[config.mk]
export PLATFORM = sky130hd
export DESIGN_NAME = avr_serial_tx
export DESIGN_NICKNAME = d
export VERILOG_FILES = /design/src/rtl/avr_pkg.sv /design/src/rtl/sync2.sv /design/src/rtl/avr_serial_tx.sv
export SDC_FILE = /design/constraint.sdc
export NUM_CORES = 1
export LEC_CHECK = 0
export ABC_AREA = 1
export CAP_MARGIN = 0
export CORE_ASPECT_RATIO = 1.4
export CORE_MARGIN = 2
export CORE_UTILIZATION = 53
export DETAILED_ROUTE_END_ITERATION = 7
export PLACE_DENSITY_LB_ADDON = 0.05
export SYNTH_ARGS = -nofsm -noshare
export SYNTH_HDL_FRONTEND = slang
export SYNTH_SLANG_ARGS = --single-unit
[constraint.sdc]
create_clock -name clk -period 1.9 [get_ports clk]
set_clock_uncertainty 0.15 [all_clocks]
set_input_delay 0.38 -clock clk [delete_from_list [all_inputs] [get_ports clk]]
set_output_delay 0.38 -clock clk [all_outputs]
set_load 0.03 [all_outputs]
[src/rtl/avr_pkg.sv]
// Shared definitions for the FPGA-to-AVR link: state encoding, frame size and default clocking.
// Frame size depends on AVR_TX_PARITY_EN (even parity bit inserted before the stop bit).
package avr_pkg;

    typedef enum logic [2:0] {
        IDLE,
        START,
        DATA,
        PARITY,
        STOP
    } tx_state_t;

    localparam int DEFAULT_CLK_FREQ = 50_000_000;
    localparam int DEFAULT_BAUD     = 500_000;

`ifdef AVR_TX_PARITY_EN
    localparam int FRAME_BITS = 11;
`else
    localparam int FRAME_BITS = 10;
`endif

endpackage

[src/rtl/sync2.sv]
// Two-flop synchroniser for single-bit AVR pins; q lags d by two clocks.
// RESET_VAL lets a pin start in its "safe" level (e.g. busy asserted).
module sync2 #(
    parameter logic RESET_VAL = 1'b0
) (
    input  logic clk,
    input  logic rst,
    input  logic d,
    output logic q
);

    logic meta;

    always_ff @(posedge clk) begin
        if (!rst) begin
            meta <= RESET_VAL;
            q    <= RESET_VAL;
        end else begin
            meta <= d;
            q    <= meta;
        end
    end

endmodule

[src/rtl/avr_serial_tx.sv]
// UART transmitter towards the AVR: 8N1 LSB first, gated by avr_ready and the AVR busy pin.
// Define AVR_TX_PARITY_EN to append an even parity bit (8E1, 11-bit frame).
module avr_serial_tx
    import avr_pkg::*;
#(
    parameter int CLK_FREQ = DEFAULT_CLK_FREQ,
    parameter int BAUD     = DEFAULT_BAUD
) (
    input  logic       clk,
    input  logic       rst,
    input  logic       avr_ready,
    input  logic       block,
    input  logic [7:0] data,
    input  logic       new_data,
    output logic       busy,
    output logic       tx
);

    localparam int CLK_PER_BIT = CLK_FREQ / BAUD;
    localparam int CNT_W       = (CLK_PER_BIT > 1) ? $clog2(CLK_PER_BIT) : 1;
    localparam logic [CNT_W-1:0] CNT_LAST = CNT_W'(CLK_PER_BIT - 1);

    tx_state_t        state, state_n;
    logic [CNT_W-1:0] cnt, cnt_n;
    logic [2:0]       bit_idx, bit_idx_n;
    logic [7:0]       shift, shift_n;
    logic             tx_n;
    logic             block_s;
    logic             bit_done;

    // block starts high so nothing is sent until the AVR pin has really been sampled.
    sync2 #(.RESET_VAL(1'b1)) u_block_sync (
        .clk (clk),
        .rst (rst),
        .d   (block),
        .q   (block_s)
    );

    assign bit_done = (cnt == CNT_LAST);

    // tx_n is derived from the current state, so the line lags the FSM by one clock.
    always_comb begin
        state_n   = state;
        cnt_n     = bit_done ? '0 : cnt + CNT_W'(1);
        bit_idx_n = bit_idx;
        shift_n   = shift;
        tx_n      = 1'b1;
        case (state)
            IDLE: begin
                cnt_n = '0;
                if (new_data && !busy) begin
                    shift_n = data;
                    state_n = START;
                end
            end
            START: begin
                tx_n = 1'b0;
                if (bit_done) begin
                    state_n   = DATA;
                    bit_idx_n = 3'd0;
                end
            end
            DATA: begin
                tx_n = shift[bit_idx];
                if (bit_done) begin
                    if (bit_idx == 3'd7) begin
`ifdef AVR_TX_PARITY_EN
                        state_n = PARITY;
`else
                        state_n = STOP;
`endif
                    end else begin
                        bit_idx_n = bit_idx + 3'd1;
                    end
                end
            end
`ifdef AVR_TX_PARITY_EN
            PARITY: begin
                tx_n = ^shift;
                if (bit_done) state_n = STOP;
            end
`endif
            STOP: begin
                tx_n = 1'b1;
                if (bit_done) state_n = IDLE;
            end
            default: begin
                state_n = IDLE;
                cnt_n   = '0;
            end
        endcase
    end

    // busy looks at the next state so a finished frame frees the line after one idle clock.
    always_ff @(posedge clk) begin
        if (!rst) begin
            state   <= IDLE;
            cnt     <= '0;
            bit_idx <= '0;
            shift   <= '0;
            tx      <= 1'b1;
            busy    <= 1'b1;
        end else begin
            state   <= state_n;
            cnt     <= cnt_n;
            bit_idx <= bit_idx_n;
            shift   <= shift_n;
            tx      <= tx_n;
            busy    <= (state_n != IDLE) || block_s || !avr_ready;
        end
    end

endmodule
==> impl_metrics.yaml, run 1 <==
detailed_routing:
  first_pass_iters: 5
  avgRoutedWirePerCell_um: 11.8
  drt_iter0_drc: 28
  drc_errors: 0
  vias: 998
  ant_nets: 0
  wirelength_mm: 2.30
  vias_per_cell: 5.12
clock_tree:
  cts.sinks: 25
  clock_path_buffers: 2
  hold_buffers: 0
  clk_pin_slew_ns: 0.14
  htreeDepth: 1
  cts_tree: "built"
  cts_setup_buffers: 0
  cts_buffers: 3
  clockRootBuffer: "clkbuf_4"
  worstSkewPairLatency_ns: 0.33
timing:
  rsz0062_at_grt: "no"
  max_slew_margin: 0.792
  fin_crit_ns: 1.85
  timing.fmax_ghz: 0.539
  drv_slew: 0
  finalSetupViolCount: 0
  post-route-period-util: 0.976
  fin_setup_tns_ns: 0
  tightest_slew_ns: 0.312
  hold_viol: 0
setup_path:
  max_stage_delay_ns: 0.66
  cp_num_buf_inv: 1
  crit_required_ns: 1.37
  critPathSlowestCell: "clkdlybuf4s50_1"
  cp_max_fo: 1
  arrival_ns: 1.32
  critPathCaptureType: "output pin"
  critPathTopFamily: "buffers and inverters"
  crit_chain: "clkdlybuf4s50_1"
  startpoint_type: "flip-flop"
  timing_worst_setup_path_type: "reg2out"
floorplan:
  std_cell_rows: 20
  ios: 15
  fp.dieW_um: 43.4
  initial_core_util: 0.542
  fp.dieH_um: 59.2
  die-area_um2: 2570
  core-area_um2: 2130
synth:
  yosysMostFrequentCell: "nor2_1"
  netlist.area_leader.share: 0.434
  yosys.area.top_type: "dfxtp_1"
  yosys.cell_types.count: 23
  syn_area_per_cell_um2: 7.43
  synth-edff-count: 0
  ys_top_cells_by_count: "27 x nor2_1, 25 x dfxtp_1, 21 x inv_1, 21 x nand2_1, 13 x nand3_1"
  synth_ff_type: "dfxtp_1"
  synth_nets: 171
  ys_ff_latch: 25
  netlist_area_um2: 1150
  syn-instance-count: 155
  ys_top_cells_by_area: "dfxtp_1 43%, nor2_1 8.8%, inv_1 6.8%"
  yosys_warnings: 0
  seq_area_frac_synth: 0.434
  async_reset_ff_frac: 0
layout:
  utilization: 0.636
  drive_gt1_frac: 0.104
  n_antenna_cell: 0
  nets: 190
  layout-area-overhead-vs-synth_pct: 17.5
grt:
  use_met2: 0.371
  grt_use_met1: 0.229
  grt_pass1_wl_mm: 3.93
  top_usage_layer: "met2"
  antenna_found_initial: 0
  grt_max_degree: 17
  grt_overflow: 0
  grt_pass1_vias: 948
  grtUsageTotal: 0.209
  grt_util_met3: 0.0305
placed_design:
  portBuffers: 14
  place_congestion: 0.867
  place_hpwl_mm: 1.74
run_status:
  status: "finished clean"
worst_hold_path:
  hp-class: "reg2reg"
power:
  p_leak_nw: 0.541
  peakVddDrop_uv: 420
  cellPowerDensity_nw_per_um2: 605
flow_run:
  max_cap_violations: 0
-- cell families after synthesis --
kind of cell / synth area share
adder cells (fa/ha/maj): 0.0326
AND/OR/NAND/NOR: 0.334
XOR/XNOR: 0.0380
AO/OA/AOI/OAI: 0.0760
flip-flops: 0.434
buffers and inverters: 0.0847
-- timing repair --
item,CTS,global route
gates resized for setup,0,1
hold endpoints to repair,0,0
endpoints found under the setup margin,0,1
-- registers in the layout, indices dropped and copies added (netlist names) --
signal	flops
u_block_sync.meta	1
cnt	7
state	3
u_block_sync.q	1
bit_idx	3
shift	8
busy	1
tx	1
-- per-stage QoR --
step	power, mW	std cells	hold WS (ns)	cell area, um^2	setup slack (ns)
after floorplan	0.561	155	0.243	1150	0.437
after global placement	0.591	191	0.247	1320	0.144
after detailed placement	0.592	191	0.258	1320	0.0394
after CTS	0.837	195	0.289	1350	0.0143
after global routing	0.862	195	0.322	1350	0.00278
final	0.819	195	0.285	1350	0.0463
-- per-layer routing --
metal,up-vias,wire (um),part of all wire
met2,16,1200,0.52
li1,530,-,-
met3,7,61,0.027
met5,-,0,0
met1,445,970,0.42
met4,0,67,0.029
-- power breakdown --
part	leakage, nW	total (mW)	internal, mW	switching (mW)
Combinational	0.321	0.0497	0.0303	0.0194
Sequential	0.202	0.531	0.529	0.00174
Clock	0.0177	0.239	0.0791	0.160
Total	0.541	0.819	0.639	0.181
-- area by class of cell --
type | count | area (um^2)
fill | 204 | 773
sequential | 25 | 500
timing repair buffer | 16 | 158
multi-input combinational | 105 | 554
clock inverter | 1 | 5.00
inverter | 23 | 86.3
tap | 22 | 27.5
clock buffer | 3 | 22.5
-- worst paths after layout --
| kind | start | endpoint | slack [ns] | depth (start not counted) |
|---|---|---|---|---|
| hold / removal | u_block_sync.meta | u_block_sync.q | 0.28 | 1 |
| hold reg to reg | u_block_sync.meta | u_block_sync.q | 0.28 | 1 |
| setup reg to reg | bit_idx[1] | bit_idx[2] | 0.35 | 7 |
| setup / recovery | tx | tx | 0.05 | 1 |
-- cell usage in the layout, fill, tap and decap left out, types with 3 or more instances in the layout --
master / count
nand3_1: 13
a21oi_1: 7
o21ai_0: 8
xor2_1: 4
clkbuf_4: 3
clkdlybuf4s50_1: 13
dfxtp_1: 25
nand2_1: 21
nor2_1: 27
nand3_2: 4
nand4_1: 6
inv_1: 21
ha_1: 3
(Power assumes the default switching activity.)
==> inputs of run 2 (changes only) <==
CORE_UTILIZATION = 45   (was 53)
CTS_CLUSTER_SIZE = 16   (was not set)
==> impl_metrics.yaml, run 2 (synthesis results as in run 1) <==
timing:
  worst_slack_ns: 0.0843
  hold_viol: 0
  finalSetupViolCount: 0
  tightest_slew_ns: 0.316
  rsz0062_at_grt: "no"
  post-route-period-util: 0.956
  timing.fmax_ghz: 0.551
  drv_slew: 0
  fin_crit_ns: 1.82
  fin_setup_tns_ns: 0
  max_slew_margin: 0.789
power:
  p_sw_uw: 176
  cellPowerDensity_nw_per_um2: 595
  peakVddDrop_uv: 447
  p_int_uw: 640
  p_sw_frac: 0.216
  seq_power_share: 0.651
  p_total_uw: 816
  clkPwrFrac: 0.289
  p_leak_nw: 0.537
  comb_power_share: 0.060
floorplan:
  std_cell_rows: 21
  initial_core_util: 0.477
  fp.dieW_um: 46.8
  ios: 15
  core-area_um2: 2420
  die-area_um2: 2990
  fp.dieH_um: 63.9
detailed_routing:
  avgRoutedWirePerCell_um: 10.7
  vias: 1000
  drt_iter0_drc: 12
  wirelength_mm: 2.21
  drc_errors: 0
  ant_nets: 0
  first_pass_iters: 4
  vias_per_cell: 4.83
setup_path:
  critPathCaptureType: "output pin"
  critPathSlowestCell: "clkdlybuf4s50_1"
  crit_chain: "clkdlybuf4s50_1"
  cp_num_buf_inv: 1
  r2r_setup_slack_ns: 0.32
  arrival_ns: 1.29
  ff2ff_path_depth: 7
  crit_required_ns: 1.37
  r2r-end: "bit_idx[2]"
  r2r_start: "bit_idx[1]"
  max_stage_delay_ns: 0.65
  timing_worst_setup_path_type: "reg2out"
  critical_path.startpoint: "tx"
  crit_cells: 1
  critPathTopFamily: "buffers and inverters"
  cp_max_fo: 1
  startpoint_type: "flip-flop"
clock_tree:
  cts_setup_buffers: 0
  cts_tree: "built"
  htreeDepth: 1
  clk_pin_slew_ns: 0.13
  cts.sinks: 25
  cts_buffers: 3
  clock_path_buffers: 2
  clockRootBuffer: "clkbuf_4"
  worstSkewPairLatency_ns: 0.31
layout:
  layout-area-overhead-vs-synth_pct: 19.0
  largest_register_ffs: 8
  most-common-layout-cells: "27 x nor2_1, 25 x dfxtp_1, 21 x inv_1, 21 x nand2_1"
  top_register: "shift"
  n_antenna_cell: 0
  drive_gt1_frac: 0.104
  mostFrequentLayoutCell: "nor2_1"
  nets: 190
  largestRegisters: "shift x8, cnt x7"
grt:
  grtUsageTotal: 0.167
  grt_pass1_wl_mm: 3.77
  grt_overflow: 0
  grt_max_degree: 17
  antenna_found_initial: 0
  grt_pass1_vias: 947
placed_design:
  place_hpwl_mm: 1.72
  portBuffers: 14
  place_ws_ns: 0.0704
  place_congestion: 0.901
worst_hold_path:
  holdPathStages: 1
  hp-class: "reg2reg"
  min_to: "u_block_sync.q"
  hold_path.startpoint: "u_block_sync.meta"
flow_run:
  max_cap_violations: 0
run_status:
  status: "finished clean"
run 2: layout make-up:
type                            count  area [um^2]
Fill cell                         232         1050
Multi-Input combinational cell    105          554
Sequential cell                    25          500
Timing Repair Buffer               16          158
Inverter                           23         86.3
Tap cell                           34         42.5
Clock buffer                        3         22.5
Clock inverter                      1         7.51
run 2: worst max-delay path by stage:
stage                  to  slack [ns]
6_report               tx        0.08
4_1_cts              busy        0.02
3_3_place_gp     shift[0]        0.11
2_1_floorplan  bit_idx[1]        0.44
3_5_place_dp     shift[7]        0.07
5_1_grt                tx        0.02
run 2: stage by stage:
stage               hold WS (ns)  std cells   util  area, um^2
floorplan                  0.243        155      -        1150
global placement           0.252        203  0.554        1340
detailed placement         0.259        203  0.554        1340
CTS                        0.293        207  0.566        1370
global route               0.306        207  0.567        1370
finish                     0.285        207  0.567        1370
run 2: layer usage:
metal / GRT usage / part of all wire
met3: 0.0169 / 0.023
met4: 0.0521 / 0.0081
met1: 0.194 / 0.43
met2: 0.301 / 0.54
met5: 0 / 0
run 2: timing repair:
item | CTS | global route
resized for setup | 0 | 1
hold buffers | 0 | 0
endpoints found under the setup margin | 0 | 1
hold endpoints to repair | 0 | 0
run 2: power by group through the flow:
stage / logic (mW) / registers [mW] / clock network [mW]
finish: 0.0493 / 0.531 / 0.236
global route: 0.0538 / 0.532 / 0.268
CTS: 0.0500 / 0.531 / 0.251
detailed placement: 0.0497 / 0.543 / 0
global placement: 0.0491 / 0.543 / 0
floorplan: 0.0175 / 0.543 / 0
==> inputs of run 3 (changes only) <==
ABC_AREA = not set   (was 1)
DONT_BUFFER_PORTS = 1   (was not set)
PLACE_DENSITY = 0.64   (was not set)
PLACE_DENSITY_LB_ADDON = not set   (was 0.05)
==> impl_metrics.yaml, run 3 <==
run_status:
  status: "finished clean"
setup_path:
  crit_chain: "ha_1, ha_1, nor2_1, a21oi_1, nor3_1, o22ai_1"
  ff2ff_path_depth: 6
  cp_max_fo: 6
  arrival_ns: 1.75
  critPathCaptureType: "flip-flop"
  timing_worst_setup_path_type: "reg2reg"
  critPathTopFamily: "simple AND/OR/NAND/NOR gates"
  r2r_start: "bit_idx[1]"
  crit_required_ns: 1.95
  r2r_setup_slack_ns: 0.20
  max_stage_delay_ns: 0.39
  r2r-end: "bit_idx[2]"
  cpMostUsedCell: "ha_1"
  critPathSlowestCell: "dfxtp_1"
  startpoint_type: "flip-flop"
  cp_num_buf_inv: 0
synth:
  async_reset_ff_frac: 0
  syn-instance-count: 119
  yosys.area.top_type: "dfxtp_1"
  ys_ff_latch: 25
  synth_nets: 135
  yosys.cell_types.count: 33
  yosysMostFrequentCell: "dfxtp_1"
  yosys_warnings: 0
  syn_area_per_cell_um2: 9.54
  synth_ff_type: "dfxtp_1"
  synth-edff-count: 0
  ys_top_cells_by_count: "25 x dfxtp_1, 13 x nor2_1, 12 x nor2b_1"
  seq_area_frac_synth: 0.441
  ys_top_cells_by_area: "dfxtp_1 44%, mux2i_1 7.1%, nor2b_1 6.6%"
  netlist.area_leader.share: 0.441
  netlist_area_um2: 1130
power:
  peakVddDrop_uv: 502
  p_total_uw: 784
  p_leak_nw: 0.405
  cellPowerDensity_nw_per_um2: 647
clock_tree:
  htreeDepth: 1
  cts_tree: "built"
  cts_buffers: 3
  cts_resized: 0
  clockRootBuffer: "clkbuf_4"
  clk_pin_slew_ns: 0.13
  worstSkewPairLatency_ns: 0.32
  cts.sinks: 25
  cts_setup_buffers: 0
  clock_path_buffers: 2
  hold_buffers: 1
floorplan:
  die-area_um2: 2950
  ios: 15
  core-area_um2: 2390
  std_cell_rows: 21
  fp.dieH_um: 63.4
  initial_core_util: 0.475
  fp.dieW_um: 46.4
timing:
  max_slew_margin: 0.676
  drv_slew: 0
  hold_viol: 0
  fin_setup_tns_ns: 0
  finalSetupViolCount: 0
  worst_slack_ns: 0.205
  tightest_slew_ns: 0.474
  fin_crit_ns: 1.70
  rsz0062_at_grt: "no"
  timing.fmax_ghz: 0.590
  post-route-period-util: 0.892
detailed_routing:
  drc_errors: 0
  drt_iter0_drc: 20
  top_layer: "met4"
  avgRoutedWirePerCell_um: 12.8
  first_pass_iters: 4
  wirelength_mm: 1.99
  vias: 803
  wl_met1_um: 796
  ant_nets: 0
  wl_met2_mm: 1.11
  wl_met3_um: 51
  vias_per_cell: 5.15
grt:
  grt_max_degree: 21
  grt_pass1_vias: 873
  grt_pass1_wl_mm: 3.45
  grt_overflow: 0
  grtUsageTotal: 0.157
  antenna_found_initial: 0
layout:
  drive_gt1_frac: 0.0902
  layout-area-overhead-vs-synth_pct: 6.84
  mostFrequentLayoutCell: "dfxtp_1"
  largestRegisters: "shift x8, cnt x7"
  top_register: "shift"
  most-common-layout-cells: "25 x dfxtp_1, 13 x nor2_1, 12 x nor2b_1, 8 x nand2_1, 8 x mux2i_1"
  nets: 139
  design_area_um2: 1210
  largest_register_ffs: 8
  n_antenna_cell: 0
placed_design:
  place_ws_ns: 0.233
  dpl_cell_area_um2: 1160
  place_hpwl_mm: 1.52
  place_congestion: 0.781
  portBuffers: 0
worst_hold_path:
  hp-class: "in2reg"
  hold_path.startpoint: "block"
  min_to: "u_block_sync.meta"
  holdPathStages: 1
flow_run:
  max_cap_violations: 0
-- run 3: cell types whose count changed in the layout (fill, tap and decap cells not counted), moves of 9 or more --
cell / previous run / this run
inv_1: 21 / 2
nor2_1: 27 / 13
clkdlybuf4s50_1: 13 / 0
nand2_1: 21 / 8
nor2b_1: 0 / 12
nand3_1: 13 / 4
-- run 3: worst reg2reg max path, stage by stage (launching register included) --
cell and delay, ns:
dfxtp_1 0.39, ha_1 0.21, ha_1 0.21, nor2_1 0.13, a21oi_1 0.08, nor3_1 0.30, o22ai_1 0.12
-- run 3: area by class of cell --
| type | instances | area (um^2) |
|---|---|---|
| multi-input combinational | 87 | 599 |
| inverter | 2 | 7.51 |
| tap | 34 | 42.5 |
| timing repair buffer | 4 | 35.0 |
| fill | 237 | 1180 |
| sequential | 25 | 500 |
| clock inverter | 1 | 5.00 |
| clock buffer | 3 | 22.5 |
-- run 3: worst max path at each step --
stage / from / endpoint / slack [ns] / depth (start not counted)
floorplan: bit_idx[1] / tx / 0.36 / 3
global placement: bit_idx[1] / tx / 0.26 / 3
detailed placement: bit_idx[1] / bit_idx[2] / 0.23 / 6
CTS: bit_idx[1] / bit_idx[2] / 0.21 / 6
global route: bit_idx[1] / bit_idx[0] / 0.02 / 6
finish: bit_idx[1] / bit_idx[2] / 0.20 / 6
-- run 3: through the flow --
stage / util / std cells / hold slack (ns)
2_1_floorplan: - / 119 / 0.236
3_5_place_dp: 0.487 / 150 / 0.252
3_3_place_gp: 0.487 / 150 / 0.241
4_1_cts: 0.503 / 155 / 0.00854
6_report: 0.507 / 156 / 0.0105
5_1_grt: 0.507 / 156 / 0.0103
-- run 3: metal layers --
metal / up-vias / global-route usage
met5: - / 0
met4: 0 / 0.0821
met3: 5 / 0.0229
met2: 13 / 0.286
met1: 370 / 0.159
li1: 415 / -
-- run 3: cells by family after synthesis --
group,Yosys count,synth area share
flip-flops,25,0.441
adder cells (fa/ha/maj),3,0.0331
multiplexers,10,0.100
XOR/XNOR,7,0.0540
buffers and inverters,7,0.0364
AND/OR/NAND/NOR,54,0.259
AO/OA/AOI/OAI,13,0.0761
-- run 3: power by group --
group / total, mW / switching (mW) / internal [mW] / leakage, nW
combinational: 0.0184 / 0.00653 / 0.0119 / 0.185
sequential: 0.531 / 0.00318 / 0.528 / 0.202
clock: 0.234 / 0.156 / 0.0789 / 0.0177
